--- src/rtl/sequenciador_decodificador_if.sv ---
// Code-queue, decoder-drive and run-status signals between the sequencer and its environment.
interface sequenciador_decodificador_if;
    logic [6:0] Codigo;
    logic       CodigoValido;
    logic       Pronto;
    logic       Inicio;
    logic [3:0] EstadoDec;
    logic [6:0] EntradaDec;
    logic       Controle;
    logic       ResetDec;
    logic       Ocupado;
    logic [1:0] Resultado;
    logic       ResultadoValido;
    logic [3:0] Contagem;

    modport master (
        output Codigo, CodigoValido, Inicio, EstadoDec,
        input  Pronto, EntradaDec, Controle, ResetDec, Ocupado,
        input  Resultado, ResultadoValido, Contagem
    );

    modport slave (
        input  Codigo, CodigoValido, Inicio, EstadoDec,
        output Pronto, EntradaDec, Controle, ResetDec, Ocupado,
        output Resultado, ResultadoValido, Contagem
    );
endinterface

--- src/rtl/sequenciador_decodificador.sv ---
// Feeds queued 7-bit codes to a decoder FSM one step at a time; 5 cycles Inicio->result, +3 per extra step.
// Pronto drops while the 4-deep queue is full and during FIM.
module sequenciador_decodificador #(
    parameter int MAX_PASSOS = 12
) (
    input logic                         clk,
    input logic                         Reset,
    sequenciador_decodificador_if.slave bus
);
    typedef enum logic [2:0] {OCIOSO, LIMPA, ESPERA, ENVIA, AVALIA, FIM} estado_t;

    localparam logic [3:0] MAX_P = 4'(MAX_PASSOS);

    estado_t    state_q, state_d;
    logic [6:0] mem_q [4];
    logic [6:0] mem_d [4];
    logic [1:0] wr_ptr_q, wr_ptr_d, rd_ptr_q, rd_ptr_d;
    logic [2:0] count_q, count_d;
    logic [6:0] entrada_q, entrada_d;
    logic       controle_q, controle_d;
    logic       reset_dec_q, reset_dec_d;
    logic       res_vld_q, res_vld_d;
    logic [1:0] resultado_q, resultado_d;
    logic [3:0] contagem_q, contagem_d;
    logic       pronto, wr_en, rd_en;

    always_comb begin
        state_d     = state_q;
        mem_d       = mem_q;
        wr_ptr_d    = wr_ptr_q;
        rd_ptr_d    = rd_ptr_q;
        entrada_d   = entrada_q;
        resultado_d = resultado_q;
        contagem_d  = contagem_q;
        pronto      = (count_q != 3'd4) && (state_q != FIM);
        wr_en       = bus.CodigoValido && pronto;
        rd_en       = (state_q == ESPERA) && (count_q != 3'd0);

        case (state_q)
            OCIOSO: if (bus.Inicio) state_d = LIMPA;
            LIMPA:  state_d = ESPERA;
            ESPERA: if (rd_en) state_d = ENVIA;
            ENVIA:  state_d = AVALIA;
            AVALIA: begin
                // Decoder verdicts take priority over the step limit on the last step.
                if (bus.EstadoDec == 4'd8) begin
                    resultado_d = 2'b11;
                    state_d     = FIM;
                end else if (bus.EstadoDec == 4'd9) begin
                    resultado_d = 2'b01;
                    state_d     = FIM;
                end else if (bus.EstadoDec == 4'd10) begin
                    resultado_d = 2'b10;
                    state_d     = FIM;
                end else if (contagem_q == MAX_P) begin
                    resultado_d = 2'b00;
                    state_d     = FIM;
                end else begin
                    state_d = ESPERA;
                end
            end
            FIM:     state_d = OCIOSO;
            default: state_d = OCIOSO;
        endcase

        if (wr_en) begin
            mem_d[wr_ptr_q] = bus.Codigo;
            wr_ptr_d        = wr_ptr_q + 2'd1;
        end
        if (rd_en) begin
            entrada_d = mem_q[rd_ptr_q];
            rd_ptr_d  = rd_ptr_q + 2'd1;
        end
        count_d = count_q + {2'b00, wr_en} - {2'b00, rd_en};
        if (state_q == FIM) begin
            count_d  = 3'd0;
            wr_ptr_d = 2'd0;
            rd_ptr_d = 2'd0;
        end

        if (state_d == LIMPA) begin
            contagem_d  = 4'd0;
            resultado_d = 2'b00;
        end
        if (state_d == ENVIA && contagem_q != 4'd15) contagem_d = contagem_q + 4'd1;

        // Strobes are registered from the next state so they line up with it exactly.
        controle_d  = (state_d == ENVIA);
        reset_dec_d = (state_d == LIMPA);
        res_vld_d   = (state_d == FIM);
    end

    always_ff @(posedge clk or negedge Reset) begin
        if (!Reset) begin
            state_q     <= OCIOSO;
            wr_ptr_q    <= 2'd0;
            rd_ptr_q    <= 2'd0;
            count_q     <= 3'd0;
            entrada_q   <= 7'd0;
            controle_q  <= 1'b0;
            reset_dec_q <= 1'b0;
            res_vld_q   <= 1'b0;
            resultado_q <= 2'b00;
            contagem_q  <= 4'd0;
        end else begin
            state_q     <= state_d;
            wr_ptr_q    <= wr_ptr_d;
            rd_ptr_q    <= rd_ptr_d;
            count_q     <= count_d;
            entrada_q   <= entrada_d;
            controle_q  <= controle_d;
            reset_dec_q <= reset_dec_d;
            res_vld_q   <= res_vld_d;
            resultado_q <= resultado_d;
            contagem_q  <= contagem_d;
        end
    end

    always_ff @(posedge clk) begin
        mem_q <= mem_d;
    end

    assign bus.Pronto          = pronto;
    assign bus.EntradaDec      = entrada_q;
    assign bus.Controle        = controle_q;
    assign bus.ResetDec        = reset_dec_q;
    assign bus.Ocupado         = (state_q != OCIOSO);
    assign bus.Resultado       = resultado_q;
    assign bus.ResultadoValido = res_vld_q;
    assign bus.Contagem        = contagem_q;
endmodule

--- src/flat_wrapper.sv ---
// flat-port wrapper written by rule: the top's interface ports become plain ports
module sequenciador_decodificador_flat 
#(
    parameter int MAX_PASSOS = 12
)
  (clk, Reset, bus_Codigo, bus_CodigoValido, bus_Inicio, bus_EstadoDec, bus_Pronto, bus_EntradaDec, bus_Controle, bus_ResetDec, bus_Ocupado, bus_Resultado, bus_ResultadoValido, bus_Contagem);
  sequenciador_decodificador_if bus_i ();
  input logic clk;
  input logic Reset;
  input wire logic [$bits(bus_i.Codigo)-1:0] bus_Codigo;
  input wire logic [$bits(bus_i.CodigoValido)-1:0] bus_CodigoValido;
  input wire logic [$bits(bus_i.Inicio)-1:0] bus_Inicio;
  input wire logic [$bits(bus_i.EstadoDec)-1:0] bus_EstadoDec;
  output wire logic [$bits(bus_i.Pronto)-1:0] bus_Pronto;
  output wire logic [$bits(bus_i.EntradaDec)-1:0] bus_EntradaDec;
  output wire logic [$bits(bus_i.Controle)-1:0] bus_Controle;
  output wire logic [$bits(bus_i.ResetDec)-1:0] bus_ResetDec;
  output wire logic [$bits(bus_i.Ocupado)-1:0] bus_Ocupado;
  output wire logic [$bits(bus_i.Resultado)-1:0] bus_Resultado;
  output wire logic [$bits(bus_i.ResultadoValido)-1:0] bus_ResultadoValido;
  output wire logic [$bits(bus_i.Contagem)-1:0] bus_Contagem;
  assign bus_i.Codigo = bus_Codigo;
  assign bus_i.CodigoValido = bus_CodigoValido;
  assign bus_i.Inicio = bus_Inicio;
  assign bus_i.EstadoDec = bus_EstadoDec;
  assign bus_Pronto = bus_i.Pronto;
  assign bus_EntradaDec = bus_i.EntradaDec;
  assign bus_Controle = bus_i.Controle;
  assign bus_ResetDec = bus_i.ResetDec;
  assign bus_Ocupado = bus_i.Ocupado;
  assign bus_Resultado = bus_i.Resultado;
  assign bus_ResultadoValido = bus_i.ResultadoValido;
  assign bus_Contagem = bus_i.Contagem;
  sequenciador_decodificador #(.MAX_PASSOS(MAX_PASSOS)) u_core (.clk(clk), .Reset(Reset), .bus(bus_i));
endmodule
--- config.mk ---
export PLATFORM = sky130hd
export DESIGN_NAME = sequenciador_decodificador_flat
export DESIGN_NICKNAME = d
export VERILOG_FILES = /design/src/rtl/sequenciador_decodificador_if.sv /design/src/rtl/sequenciador_decodificador.sv /design/src/flat_wrapper.sv
export SDC_FILE = /design/constraint.sdc
export NUM_CORES = 1
export LEC_CHECK = 0
export CAP_MARGIN = 20
export CORE_MARGIN = 2
export CORE_UTILIZATION = 56
export DETAILED_ROUTE_END_ITERATION = 7
export DONT_BUFFER_PORTS = 1
export PLACE_DENSITY = 0.74
export SYNTH_ARGS = -nofsm -noshare
export SYNTH_HDL_FRONTEND = slang
export SYNTH_SLANG_ARGS = --single-unit
--- constraint.sdc ---
create_clock -name clk -period 2.6 [get_ports clk]
set_clock_uncertainty 0.1 [all_clocks]
set_input_delay 0.26 -clock clk [delete_from_list [all_inputs] [get_ports clk]]
set_output_delay 0.26 -clock clk [all_outputs]
set_load 0.01 [all_outputs]
# Yosys cells after proc, flatten, opt, wreduce, memory -nomap -nowiden
# Index checks and enable logic that the tools add are counted.
# classes
shift	0
bitwise	2
muxes	26
reduce_logical	14
eq_ne	15
n_lt_le_gt_ge	3
mul	0
n_div	0
addsub	5
# op_table
op	n
28-bit bitwise mux	1
3-bit two-way mux	7
7-bit two-way mux	3
2-bit two-way mux	10
4-bit == test (second input constant)	4
3-bit one-hot mux with 5 select lines	1
7-bit binary-select mux with 2-bit select	1
7-bit demux with 2-bit select	1
3-bit by 2-bit == test with 1-bit output (second input constant)	3
3-bit == test (second input constant)	3
4-bit two-way mux	2
2-bit nonzero test	4
3-bit by 1-bit == test with 1-bit output (second input constant)	2
3-bit >= comparator (second input constant)	2
3-bit inequality test (second input constant)	2
2-bit inverter with 3-bit output	2
3-bit nonzero test	2
1-bit logical AND	5
5-bit nonzero test	1
2-bit by 1-bit adder with 2-bit output (second input constant)	2
4-bit by 1-bit adder with 4-bit output (second input constant)	1
4-bit inequality test (second input constant)	1
3-bit by 1-bit adder with 3-bit output	1
3-bit zero test	1
3 further kinds	3
# word_totals
romBits	0
ramBits	0
output_inout_bits	18
regBits	54
inputBits	15
word_cells	79
n_memories	0
latchBits	0

# Depth between registers and ports, before layout
# Gate-level depths: netlist (run 1).
# logic_depth
depth_word	9
mapped_depth	13
ltp_nobuf	11

# Worst setup path before layout (run 1)
# OpenSTA, ideal clock, no wires.
# synth_timing
path_type	register to register
from	register u_core.count_q[1]
to	register u_core.count_q[2]
required_ps	2381
synth_period_minus_slack_ps	2578
arrival_ps	2359
n_path_buf	1
setup_slack_ps	22
setup_ps	119
stages_incl_launch_ff	13
cell_sequence	dfrtp_1 or3_1 nand3_1 inv_1 buf_2 ha_1 inv_1 ha_1 inv_1 fa_1 xor2_1 xnor2_1 nor2_1
# synth_via
word_cells_on_any_way	8
cone_classes	add/sub: 2; eq/ne: 1; mux: 1; reduce/logical: 4
# synth_rtl
item	line	text
start: declaration	sequenciador_decodificador.sv:18	logic [2:0] count_q, count_d;
start signal: assignment	sequenciador_decodificador.sv:109	count_q <= count_d;
3-bit nonzero test	sequenciador_decodificador.sv:37	rd_en = (state_q == ESPERA) && (count_q != 3'd0);
1-bit logical AND	sequenciador_decodificador.sv:37	
via u_core.rd_en	sequenciador_decodificador.sv:25	logic pronto, wr_en, rd_en;
3-bit by 1-bit subtractor with 3-bit output	sequenciador_decodificador.sv:74	count_d = count_q + {2'b00, wr_en} - {2'b00, rd_en};
3-bit two-way mux	sequenciador_decodificador.sv:75	if (state_q == FIM) begin
via u_core.count_d[2]	sequenciador_decodificador.sv:18	
# The timed path passes the listed nets, and every way through them passes these cells.
# A chain may end at the register's enable or synchronous reset.

# Worst setup path in the final report (run 1)
# layout_timing
from	register u_core.count_q[1]
to	register u_core.count_q[2]
# layout_via
elab_chain_cells	6
word_cells_on_any_way	8
cone_classes	add/sub: 2; eq/ne: 1; mux: 1; reduce/logical: 4
# layout_rtl
item	line	text
3-bit inequality test	sequenciador_decodificador.sv:35	pronto = (count_q != 3'd4) && (state_q != FIM);
1-bit logical AND	sequenciador_decodificador.sv:35	
1-bit logical AND	sequenciador_decodificador.sv:36	wr_en = bus.CodigoValido && pronto;
3-bit by 1-bit adder with 3-bit output	sequenciador_decodificador.sv:74	
3-bit by 1-bit subtractor with 3-bit output (*)	sequenciador_decodificador.sv:74	
3-bit two-way mux (*)	sequenciador_decodificador.sv:75	
via u_core.count_d[2]	sequenciador_decodificador.sv:18	
# Mark *: on every way through the listed nets, which the timed path passes. The rest lies on a longest branch.

==> run metrics, run 1 <==
outcome=finished clean; Final Max Slew Viols=0; Post-Syn Instances=172; worst vdd ir=0.589 mV; Final Hold Fails=0; gp weighted congestion=0.731; most frequent CP cell=inv_1; first-pass GRT wire length=6470 um; Die ar.=0.00468 mm^2; H-tree depth=2; Pre-antenna DRT Iters=4; synthesized area=0.00232 mm^2; Synth Warn #=0; FF+latch area=0.00149 mm^2; Cell Area, Placed=0.00237 mm^2; CP Class=reg -> reg; root buf cell=clkbuf_8; TNS Setup=0 ps; initial antenna violation count=0; Final #Nets=210; crit path max-delay cell type=dfrtp_1; TritonCTS Buffers=5; buffer depth of the longest clock path=2; IO buf count=0; P&R area growth vs syn=12.4%; Final period util=95.6%; area of the multi-input gates=753 um^2; largest net degree at the start of global routing=27; Worst Path Buf+Inv=3; fill cell count=284; CP cell instances=or3_1, nand3_2, inv_1, ha_1, inv_1, ha_1, inv_1, fa_2, xor2_1, xnor2_1, nor2_1; hpwl dp=2730 um; share of post-route cells with drive strength above 1=16.0%; startpoint type of the worst setup path=register; headroom to the max-slew limit=64.3%; Max Cap Violations=0; Core ar.=0.00400 mm^2; syn avg cell area=13.5 um^2; CP Data Required Time=2680 ps; CP Capture Type=register; FMAX=0.402 GHz; Die H=68.4 um; post-route cell area=0.00261 mm^2; Setup Viol. Count Final=0; pwr/cell area=1170 mW/mm^2; crit path DAT=2570 ps; ant diodes=0; vias in the first global route=1411; CTS tree=done; clock latency on the worst-skew pair=300 ps; Boundary Pins=33; Net Count, Synth=196; Core Rows=23; delay-heaviest family, CP=adder cells; DR vias/cell=5.59; WL/cell=17.0 um; 1st-iter DRT viols=77; top layer used by detailed routing=met4; initial core utilization=58.1%; met3 WL post-DR=173 um; critical path fanouts, max=4; delay of the slowest critical-path stage=420 ps; total global routing overflow=0; met1 WL=1620 um; Clock Sinks=54; slew of the pin with the lowest slew margin=535 ps; die width=68.4 um; vias=1326; LEAKAGE=1.10 nW; worst min path class=in -> reg; RSZ-0062 raised after global routing=false; Post-Layout Cell Count=237; final wirelength=4030 um; Routed Antenna Nets=0; Clock Pin Slew Worst Setup and Hold Paths=100 ps; GRT Total Usage=19.5%; Tmin final=2490 ps; met2 routed WL=2200 um; #FFs+latches synth=54; Inst Count DP=218; DR DRC count=0; Yosys cell types=34; sequential area share after synthesis=64.2%
[cell type report]
class                   count  area share [%]
repair buffers             14            5.27
flip-flops and latches     54            57.2
multi-input cells          98            28.8
clock inverters             3            1.82
well taps                  50            2.40
inverters                  13            1.87
clock buffers               5            2.64
[cells in the mapped netlist (all sizes together)]
master  count  area [um^2]
dfrtp      26          651
xor2        1         8.76
ha          8          100
or3         1         6.26
mux2        1         11.3
o21ai       4         20.0
edfxtp     28          841
nor3b       1         7.51
a21oi       2         10.0
xnor2       4         35.0
mux2i       3         30.0
and2        7         48.8
nor3        1         5.00
nor2b       1         6.26
mux4        7          158
buf         5         30.0
o211ai      2         15.0
inv        13         48.8
fa          1         20.0
nand2      32          120
o22ai       1         6.26
nor2        7         26.3
a32o        2         20.0
and3b       1         8.76
nand3b      2         15.0
clkbuf      2         7.51
a31oi       1         6.26
nand3       5         25.0
a211oi      1         20.0
nand4b      1         8.76
o31ai       1         7.51
[timing repair]
item	4_1_cts	5_1_grt
gates resized for setup	0	3
hold buffers	9	0
setup buffers	0	2
hold endpoints to repair	54	0
setup endpoints to repair	0	1
[worst register-to-register path, cell delays in order (launching register included)]
cell and delay, ps:
dfrtp_1 420, or3_1 400, nand3_2 100, inv_1 60, ha_1 290, inv_1 60
ha_1 130, inv_1 50, fa_2 350, xor2_1 160, xnor2_1 190, nor2_1 60
[flip-flops by register name, indices dropped and copies added (netlist names)]
register and count:
u_core.bus.Contagem 4, u_core.mem_q 28, u_core.bus.Resultado 2, u_core.bus.ResultadoValido 1
u_core.wr_ptr_q 2, u_core.bus.EntradaDec 7, u_core.bus.Controle 1, u_core.state_q 3
u_core.bus.ResetDec 1, u_core.rd_ptr_q 2, u_core.count_q 3
[metrics by stage]
stage                     worst slack [ps]  hold WS, ps  util, %  total power [W]
after detailed placement              91.7         -135     59.3          0.00246
after floorplan                       22.5         -136        -          0.00221
after CTS                             88.9         34.4     64.7          0.00306
final                                  114         37.5     65.3          0.00307
after global routing                  9.66         36.3     65.3          0.00330
after global placement                 234         -135     59.3          0.00238
[final timing paths]
kind                                          start                       end  slack [ps]  cells after the start
setup / recovery                  u_core.count_q[1]         u_core.count_q[2]         110                     11
hold / removal                     bus_EstadoDec[1]   u_core.bus.Resultado[0]          40                      2
setup reg to reg                  u_core.count_q[1]         u_core.count_q[2]         110                     11
hold reg to reg            u_core.bus.EntradaDec[2]  u_core.bus.EntradaDec[2]         460                      2
max in group asynchronous                     Reset         u_core.count_q[2]        1960                      2
min in group asynchronous                     Reset    u_core.bus.Contagem[0]         270                      2
[power by group]
group,total [W],internal [W],switching [W]
clock,0.000564,0.000292,0.000272
sequential,0.00150,0.00119,0.000317
combinational,0.00100,0.000484,0.000517
total,0.00307,0.00196,0.00111
[cell families after synthesis]
group / count (synthesis) / share of synthesized area [%]
AND/OR/NAND/NOR: 59 / 12.0
flip-flops: 54 / 64.2
buffers and inverters: 20 / 3.72
AO/OA/AOI/OAI: 14 / 4.52
multiplexers: 11 / 8.56
adder cells (fa/ha/maj): 9 / 5.17
XOR/XNOR: 5 / 1.88
[cells in the final DEF (no fill, tap or decap), drive strengths merged, types with 5 or more instances in the layout]
cell / count
and2: 7
buf: 6
clkbuf: 5
dfrtp: 26
dlygate4sd3: 8
edfxtp: 28
ha: 8
inv: 14
mux4: 7
nand2: 32
nand3: 5
nor2: 7
[metal layers]
layer | up-vias | global-route usage (%)
li1 | 627 | -
met1 | 661 | 24.0
met2 | 34 | 33.7
met3 | 4 | 4.11
met4 | 0 | 7.25
met5 | - | 0
Note: power is estimated with default switching activity, not from simulation.
==> inputs of run 2 (changes only) <==
- GPL_ROUTABILITY_DRIVEN: not set -> 0
==> results of run 2 <==
Same layout as run 1: the final DEF is identical, and so are final timing and power.
